`src/rtl/spi_ram_pkg.sv`:
```
// Shared definitions for the SPI serial-SRAM responder: opcodes, FSM states
// and the wire address length.
package spi_ram_pkg;

  localparam logic [7:0] OP_READ   = 8'h03;
  localparam logic [7:0] OP_WRITE  = 8'h02;
  localparam int         ADDR_BITS = 16;

  typedef enum logic [2:0] {
    IDLE,
    CMD,
    ADDR,
    READ,
    WRITE,
    IGNORE
  } state_e;

endpackage

```
`src/rtl/spi_ram_responder_if.sv`:
```
// SPI pin bundle between a master and the serial-SRAM responder.
interface spi_ram_responder_if;

  logic cs_n;
  logic sck;
  logic mosi;
  logic miso;
  logic miso_oe;

  modport master (output cs_n, output sck, output mosi, input miso, input miso_oe);
  modport slave  (input cs_n, input sck, input mosi, output miso, output miso_oe);

endinterface

```
`src/rtl/spi_sync_edge.sv`:
```
// Multi-flop synchronizer for an asynchronous level, with one-clock rise and
// fall pulses derived from the synchronized value.
module spi_sync_edge #(
  parameter int   STAGES  = 2,
  parameter logic RST_VAL = 1'b0
) (
  input  logic clk,
  input  logic rst,
  input  logic din,
  output logic level,
  output logic rise,
  output logic fall
);

  logic [STAGES-1:0] sync;
  logic              prev;

  // Reset to the line's idle level so releasing reset never fakes an edge.
  always_ff @(posedge clk) begin
    if (rst) begin
      sync <= {STAGES{RST_VAL}};
      prev <= RST_VAL;
    end else begin
      sync <= {sync[STAGES-2:0], din};
      prev <= sync[STAGES-1];
    end
  end

  assign level = sync[STAGES-1];
  assign rise  =  level & ~prev;
  assign fall  = ~level &  prev;

endmodule

```
`src/rtl/spi_ram_responder.sv`:
```
// SPI mode-0 slave that emulates a 23LC512-style serial SRAM (READ/WRITE,
// sequential addressing) on top of a 2**ADDR_W byte array, all in clk domain.
module spi_ram_responder
  import spi_ram_pkg::*;
#(
  parameter int ADDR_W      = 8,
  parameter int SYNC_STAGES = 2
) (
  input  logic                 clk,
  input  logic                 rst,
  spi_ram_responder_if.slave   spi,
  output logic                 busy,
  output logic                 cmd_err,
  output logic                 wr_en,
  output logic [ADDR_W-1:0]    wr_addr,
  output logic [7:0]           wr_data
);

  logic cs_level, cs_rise, cs_fall;
  logic sck_unused, sck_rise, sck_fall;
  logic [SYNC_STAGES-1:0] mosi_sync;
  logic mosi_s;

  spi_sync_edge #(.STAGES(SYNC_STAGES), .RST_VAL(1'b1)) u_cs_sync (
    .clk(clk), .rst(rst), .din(spi.cs_n),
    .level(cs_level), .rise(cs_rise), .fall(cs_fall)
  );

  spi_sync_edge #(.STAGES(SYNC_STAGES), .RST_VAL(1'b0)) u_sck_sync (
    .clk(clk), .rst(rst), .din(spi.sck),
    .level(sck_unused), .rise(sck_rise), .fall(sck_fall)
  );

  always_ff @(posedge clk) begin
    if (rst) mosi_sync <= '0;
    else     mosi_sync <= {mosi_sync[SYNC_STAGES-2:0], spi.mosi};
  end
  assign mosi_s = mosi_sync[SYNC_STAGES-1];

  state_e                 state, state_n;
  logic [3:0]             bit_cnt, bit_cnt_n;
  logic [ADDR_BITS-2:0]   sh, sh_n;       // last bit of any field comes straight from mosi_s
  logic [ADDR_W-1:0]      addr, addr_n;
  logic                   is_read, is_read_n;
  logic [7:0]             out_sh, out_sh_n;
  logic                   oe, oe_n;
  logic                   cmd_err_n, wr_en_n, mem_we;
  logic [ADDR_W-1:0]      wr_addr_n;
  logic [7:0]             wr_data_n, byte_in;
  logic [7:0]             mem [0:2**ADDR_W-1];

  assign byte_in = {sh[6:0], mosi_s};

  always_ff @(posedge clk) begin
    if (rst) begin
      state   <= IDLE;
      bit_cnt <= '0;
      sh      <= '0;
      addr    <= '0;
      is_read <= 1'b0;
      out_sh  <= '0;
      oe      <= 1'b0;
      cmd_err <= 1'b0;
      wr_en   <= 1'b0;
      wr_addr <= '0;
      wr_data <= '0;
    end else begin
      state   <= state_n;
      bit_cnt <= bit_cnt_n;
      sh      <= sh_n;
      addr    <= addr_n;
      is_read <= is_read_n;
      out_sh  <= out_sh_n;
      oe      <= oe_n;
      cmd_err <= cmd_err_n;
      wr_en   <= wr_en_n;
      wr_addr <= wr_addr_n;
      wr_data <= wr_data_n;
    end
  end

  // NOTE: every variable gets a default before the case so no path infers a latch;
  // combinational blocks use blocking '=', clocked blocks only '<='.
  always_comb begin
    state_n   = state;
    bit_cnt_n = bit_cnt;
    sh_n      = sh;
    addr_n    = addr;
    is_read_n = is_read;
    out_sh_n  = out_sh;
    oe_n      = oe;
    cmd_err_n = 1'b0;
    wr_en_n   = 1'b0;
    wr_addr_n = wr_addr;
    wr_data_n = wr_data;
    mem_we    = 1'b0;

    // Deselect wins over a coincident sck edge; a partial byte is dropped.
    if (state != IDLE && cs_rise) begin
      state_n   = IDLE;
      bit_cnt_n = '0;
      sh_n      = '0;
      out_sh_n  = '0;
      oe_n      = 1'b0;
    end else begin
      case (state)
        IDLE: begin
          if (cs_fall) begin
            state_n   = CMD;
            bit_cnt_n = '0;
            sh_n      = '0;
          end
        end

        CMD: begin
          if (sck_rise) begin
            sh_n      = {sh[ADDR_BITS-3:0], mosi_s};
            bit_cnt_n = bit_cnt + 4'd1;
            if (bit_cnt == 4'd7) begin
              bit_cnt_n = '0;
              sh_n      = '0;
              if (byte_in == OP_READ || byte_in == OP_WRITE) begin
                state_n   = ADDR;
                is_read_n = (byte_in == OP_READ);
              end else begin
                state_n   = IGNORE;
                cmd_err_n = 1'b1;
              end
            end
          end
        end

        ADDR: begin
          if (sck_rise) begin
            sh_n      = {sh[ADDR_BITS-3:0], mosi_s};
            bit_cnt_n = bit_cnt + 4'd1;
            if (bit_cnt == 4'd15) begin
              bit_cnt_n = '0;
              sh_n      = '0;
              addr_n    = ADDR_W'({sh, mosi_s});
              if (is_read) begin
                state_n  = READ;
                out_sh_n = mem[addr_n];
                oe_n     = 1'b1;
              end else begin
                state_n = WRITE;
              end
            end
          end
        end

        // bit_cnt counts bits the master has sampled; the fall right after the
        // last address bit must leave the first data bit in place.
        READ: begin
          if (sck_rise) begin
            bit_cnt_n = bit_cnt + 4'd1;
          end else if (sck_fall) begin
            if (bit_cnt == 4'd8) begin
              bit_cnt_n = '0;
              addr_n    = addr + 1'b1;
              out_sh_n  = mem[addr_n];
            end else if (bit_cnt != 4'd0) begin
              out_sh_n = {out_sh[6:0], 1'b0};
            end
          end
        end

        WRITE: begin
          if (sck_rise) begin
            sh_n      = {sh[ADDR_BITS-3:0], mosi_s};
            bit_cnt_n = bit_cnt + 4'd1;
            if (bit_cnt == 4'd7) begin
              bit_cnt_n = '0;
              sh_n      = '0;
              mem_we    = 1'b1;
              wr_en_n   = 1'b1;
              wr_addr_n = addr;
              wr_data_n = byte_in;
              addr_n    = addr + 1'b1;
            end
          end
        end

        IGNORE: ;

        default: state_n = IDLE;
      endcase
    end
  end

  // NOTE: the array has no reset; its contents must survive rst.
  always_ff @(posedge clk) begin
    if (mem_we) mem[addr] <= byte_in;
  end

  assign spi.miso    = out_sh[7];
  assign spi.miso_oe = oe;
  assign busy        = ~cs_level;

endmodule

```
`src/flat_wrapper.sv`:
```
// flat-port wrapper written by rule: the top's interface ports become plain ports
module spi_ram_responder_flat import spi_ram_pkg::*;
#(
  parameter int ADDR_W      = 8,
  parameter int SYNC_STAGES = 2
)
  (clk, rst, busy, cmd_err, wr_en, wr_addr, wr_data, spi_cs_n, spi_sck, spi_mosi, spi_miso, spi_miso_oe);
  spi_ram_responder_if spi_i ();
  input  logic clk;
  input  logic rst;
  output logic busy;
  output logic cmd_err;
  output logic wr_en;
  output logic [ADDR_W-1:0] wr_addr;
  output logic [7:0] wr_data;
  input wire logic [$bits(spi_i.cs_n)-1:0] spi_cs_n;
  input wire logic [$bits(spi_i.sck)-1:0] spi_sck;
  input wire logic [$bits(spi_i.mosi)-1:0] spi_mosi;
  output wire logic [$bits(spi_i.miso)-1:0] spi_miso;
  output wire logic [$bits(spi_i.miso_oe)-1:0] spi_miso_oe;
  assign spi_i.cs_n = spi_cs_n;
  assign spi_i.sck = spi_sck;
  assign spi_i.mosi = spi_mosi;
  assign spi_miso = spi_i.miso;
  assign spi_miso_oe = spi_i.miso_oe;
  spi_ram_responder #(.ADDR_W(ADDR_W), .SYNC_STAGES(SYNC_STAGES)) u_core (.clk(clk), .rst(rst), .spi(spi_i), .busy(busy), .cmd_err(cmd_err), .wr_en(wr_en), .wr_addr(wr_addr), .wr_data(wr_data));
endmodule
```
`config.mk`:
```
export PLATFORM = sky130hd
export DESIGN_NAME = spi_ram_responder_flat
export DESIGN_NICKNAME = d
export VERILOG_FILES = /design/src/rtl/spi_ram_pkg.sv /design/src/rtl/spi_ram_responder_if.sv /design/src/rtl/spi_sync_edge.sv /design/src/rtl/spi_ram_responder.sv /design/src/flat_wrapper.sv
export SDC_FILE = /design/constraint.sdc
export NUM_CORES = 2
export LEC_CHECK = 0
export BUFFER_PORTS_ARGS = -buffer_cell sky130_fd_sc_hd__buf_4
export CAP_MARGIN = 20
export CELL_PAD_IN_SITES_DETAIL_PLACEMENT = 1
export CELL_PAD_IN_SITES_GLOBAL_PLACEMENT = 2
export CORE_MARGIN = 2
export CORE_UTILIZATION = 35
export DETAILED_ROUTE_END_ITERATION = 10
export PLACE_DENSITY = 0.7
export RECOVER_POWER = 50
export REMOVE_ABC_BUFFERS = 1
export SYNTH_ARGS = -nofsm -noshare
export SYNTH_HDL_FRONTEND = slang
export SYNTH_SLANG_ARGS = --single-unit
```
`constraint.sdc`:
```
create_clock -name clk -period 9.2 [get_ports clk]
set_clock_uncertainty 0.1 [all_clocks]
set_input_delay 1.38 -clock clk [delete_from_list [all_inputs] [get_ports clk]]
set_output_delay 1.38 -clock clk [all_outputs]
set_load 0.03 [all_outputs]
```
==> impl_metrics.toml <==
[clock_tree]
path_clk_slew_ps = 70
cts_max_level = 4
insertion_delay_ps = 940
cts.sinks = 2106
cts_tree = "done"
post_cts_resized = 0
cts_hold_buffers_added = 0
post_cts_setup_repair_bufs = 0
root_buffer = "clkbuf_16"
max-clock-path-buffers = 4
cts_inserted_buffers = 227

[cells_and_area]
final_layout_size_suffix_gt1_frac = 0.2707
n_fill_cell = 27631
finish.net_count = 5763
final_core_density = 0.3959
area_delta_synth_final_pct = 12.48
final_cell_area_um2 = 111900
finish.cell_count_without_fillers = 9699

[worst_setup_path]
crit_path_start = "u_core.mosi_sync[1]$_SDFF_PP0_"
rr_endpoint = "u_core.out_sh[0]$_SDFFE_PP0P_"
nature_of_the_critical_path_endpoint = "flip-flop"
worstReg2RegStart = "u_core.mosi_sync[1]$_SDFF_PP0_"
timing_worst_setup_path_type = "flip-flop to flip-flop"
setup.reg_to_reg.worst_slack_ps = 1680
reg2regPathDepth = 9
cp_max_fo = 132
critical_path.startpoint_type = "flip-flop"
endpoint = "u_core.out_sh[0]$_SDFFE_PP0P_"
arrival_time_at_the_worst_endpoint_ps = 8260
critical_path_required_ps = 9940

[floorplan]
initial_core_util = 0.3520
design.die.area_um2 = 288400
num_io_pins = 26
core_region_area_um2 = 282500
floorplan.die.height_um = 537.1
floorplan.die.width_um = 537.1
placement_rows = 195

[global_routing]
number_of_global_route_vias_before_repair = 61906
gr-total-overflow = 0
grt_usage = 0.2581
grt_pass1_wl_um = 521000
antenna_found_initial = 27
pin_count_of_the_biggest_net_entering_global_routing = 139

[synth]
synth.ff_latch_count = 2106
post-synth-top-count-cell = "edfxtp_1"
synthDistinctLibCells = 80
syn_avg_cell_area_um2 = 17.43
synth_async_sr_flop_share = 0
synthTopCellsByArea = "edfxtp_1 (62%), mux4_2 (22%), mux2i_1 (2.3%)"
synth-edff-count = 2048
ys.warnings.count = 0
ys_top_cells_by_count = "edfxtp_1 (2,048), mux4_2 (961), nand2_1 (582)"
synth.cell_area_um2 = 99450
synth-seq-area-share = 0.6300
synth_top_cell_by_area = "edfxtp_1"
synthFlopType = "edfxtp_1"
yosysTopAreaCellShare = 0.6184
synth_cells = 5706

[sta]
fmax_mhz = 133.0
finalMaxSlewViolations = 1228
hold_viol_final = 0
slew-limit-headroom = -1.481
fin_worst_hold_slack_ps = 308.8
worst_slew_pin_slew_ps = 3721
finalWorstPathRequiredPeriod_ps = 7521
layout_worst_path_cycle_share = 0.8175
final.setup.tns_ps = 0
rsz0062_at_grt = "no"
setup_viol = 0
setup_ws_ps = 1679

[status]
violations = "max-capacitance violations, max-slew violations"
run_status = "finished, violations left"

[placement]
dpl_worst_slack_ps = 3095
placed_cell_area_um2 = 104300
buffer_ports.inserted = 25
dp.cells = 9238
dp.final_hpwl_um = 243400
globalplace.congestion = 0.9729

[detailed_routing]
drc = 0
first_iteration_detailed_routing_drc_count = 8951
avgViaCountPerCell = 6.430
ant_nets = 0
vias = 62361
drt_first_pass_iters = 6
route.detailed.wl_per_inst_um = 38.88
routed_wirelength_um = 377100

[min_path]
hp-class = "flip-flop to flip-flop"

[pwr]
cellPowerDensity_nw_per_um2 = 178.2
finalPower_mw = 19.93
worst_vdd_ir_mv = 0.1476
p_leak_nw = 33.42

[run]
timing.max_cap.violations = 26
-- worst min path at each step --
stage / startpoint / endpoint / slack, ps / depth (start not counted)
CTS: u_core.u_cs_sync.sync[0]$_SDFF_PP1_ / u_core.u_cs_sync.sync[1]$_SDFF_PP1_ / 310 / 1
finish: u_core.u_cs_sync.sync[0]$_SDFF_PP1_ / u_core.u_cs_sync.sync[1]$_SDFF_PP1_ / 310 / 1
floorplan: u_core.u_cs_sync.sync[0]$_SDFF_PP1_ / u_core.u_cs_sync.sync[1]$_SDFF_PP1_ / 290 / 1
detailed placement: u_core.u_cs_sync.sync[0]$_SDFF_PP1_ / u_core.u_cs_sync.sync[1]$_SDFF_PP1_ / 300 / 1
global route: u_core.u_cs_sync.sync[0]$_SDFF_PP1_ / u_core.u_cs_sync.sync[1]$_SDFF_PP1_ / 330 / 1
global placement: u_core.u_cs_sync.sync[0]$_SDFF_PP1_ / u_core.u_cs_sync.sync[1]$_SDFF_PP1_ / 300 / 1
-- flip-flops by register name (all words and copies together), names as in the netlist --
signal / cells
u_core.is_read: 1
u_core.sh: 7
u_core.mosi_sync: 2
u_core.wr_addr: 8
u_core.bit_cnt: 4
u_core.u_sck_sync.prev: 1
u_core.state: 3
u_core.cmd_err: 1
u_core.u_sck_sync.sync: 2
u_core.u_cs_sync.sync: 2
u_core.out_sh: 8
u_core.mem: 2048
u_core.wr_data: 8
u_core.addr: 8
u_core.wr_en: 1
u_core.spi.miso_oe: 1
u_core.u_cs_sync.prev: 1
-- worst max-delay path, stage by stage, from the launching register on --
cell      delay (ps)
dfxtp_1         2790
buf_12           560
clkbuf_1        1250
mux4_2           500
a22oi_1          100
a21oi_1          520
or4_1            380
nor3_1            70
or4_1            640
a41oi_1          220
-- layout by cell type, fill, tap and decap left out, types with 15 or more instances in the layout --
cell,count
a32oi_1,39
dfxtp_1,57
a211oi_1,32
a221oi_1,40
nand4_1,28
and3_1,19
o21ai_0,63
nor2_1,350
nand2b_1,15
bufinv_16,26
nand3_1,194
nor3_1,29
buf_12,29
buf_6,32
o2111ai_1,17
mux2i_1,229
buf_4,177
nor2b_1,25
clkinv_2,32
diode_2,20
clkbuf_16,228
clkinv_1,44
a22oi_1,73
clkbuf_1,74
o211ai_1,15
nand2_1,574
edfxtp_1,2048
a21oi_1,124
o22ai_1,19
mux4_2,961
a31oi_1,50
-- logic make-up (layout without fill, tap and decap cells) --
kind of cell    count (synthesis)  in the layout  share of synthesized area
simple gates                 1321           1321                    0.05678
flops                        2106           2106                     0.6300
other cells                     0             20                          0
xor+xnor                       12             12                   0.001132
fa+ha+maj                       6              6                  0.0007548
compound gates                575            575                    0.04054
mux                          1214           1214                     0.2455
buf+inv                       472            702                    0.02525
-- layout make-up --
| type | count | area [um2] | share of cell area |
|---|---|---|---|
| flip-flops and latches | 2106 | 62660 | 0.5602 |
| multi-input cells | 3128 | 34530 | 0.3087 |
| clock buffers | 281 | 5984 | 0.05350 |
| well taps | 3743 | 4683 | 0.04187 |
| repair buffers | 274 | 2456 | 0.02196 |
| clock inverters | 132 | 1431 | 0.01280 |
| inverters | 15 | 65.06 | 0.0005816 |
| diodes | 20 | 50.05 | 0.0004474 |
-- power by group --
part	internal [mW]	switching (mW)	total, mW	leakage (nW)
combinational	0.0875	0.128	0.216	10.4
sequential	10.4	0.00838	10.4	19.4
clock	5.34	3.99	9.34	3.60
total	15.8	4.13	19.9	33.4
-- routing by layer --
| metal | up-vias | GRT usage | wire (um) |
|---|---|---|---|
| met4 | 16 | 0.1139 | 19060 |
| met2 | 3939 | 0.3846 | 167700 |
| met5 | - | 0 | 108 |
| li1 | 23817 | - | - |
| met3 | 789 | 0.07103 | 40940 |
| met1 | 33800 | 0.3536 | 149200 |
(Power assumes the default switching activity.)
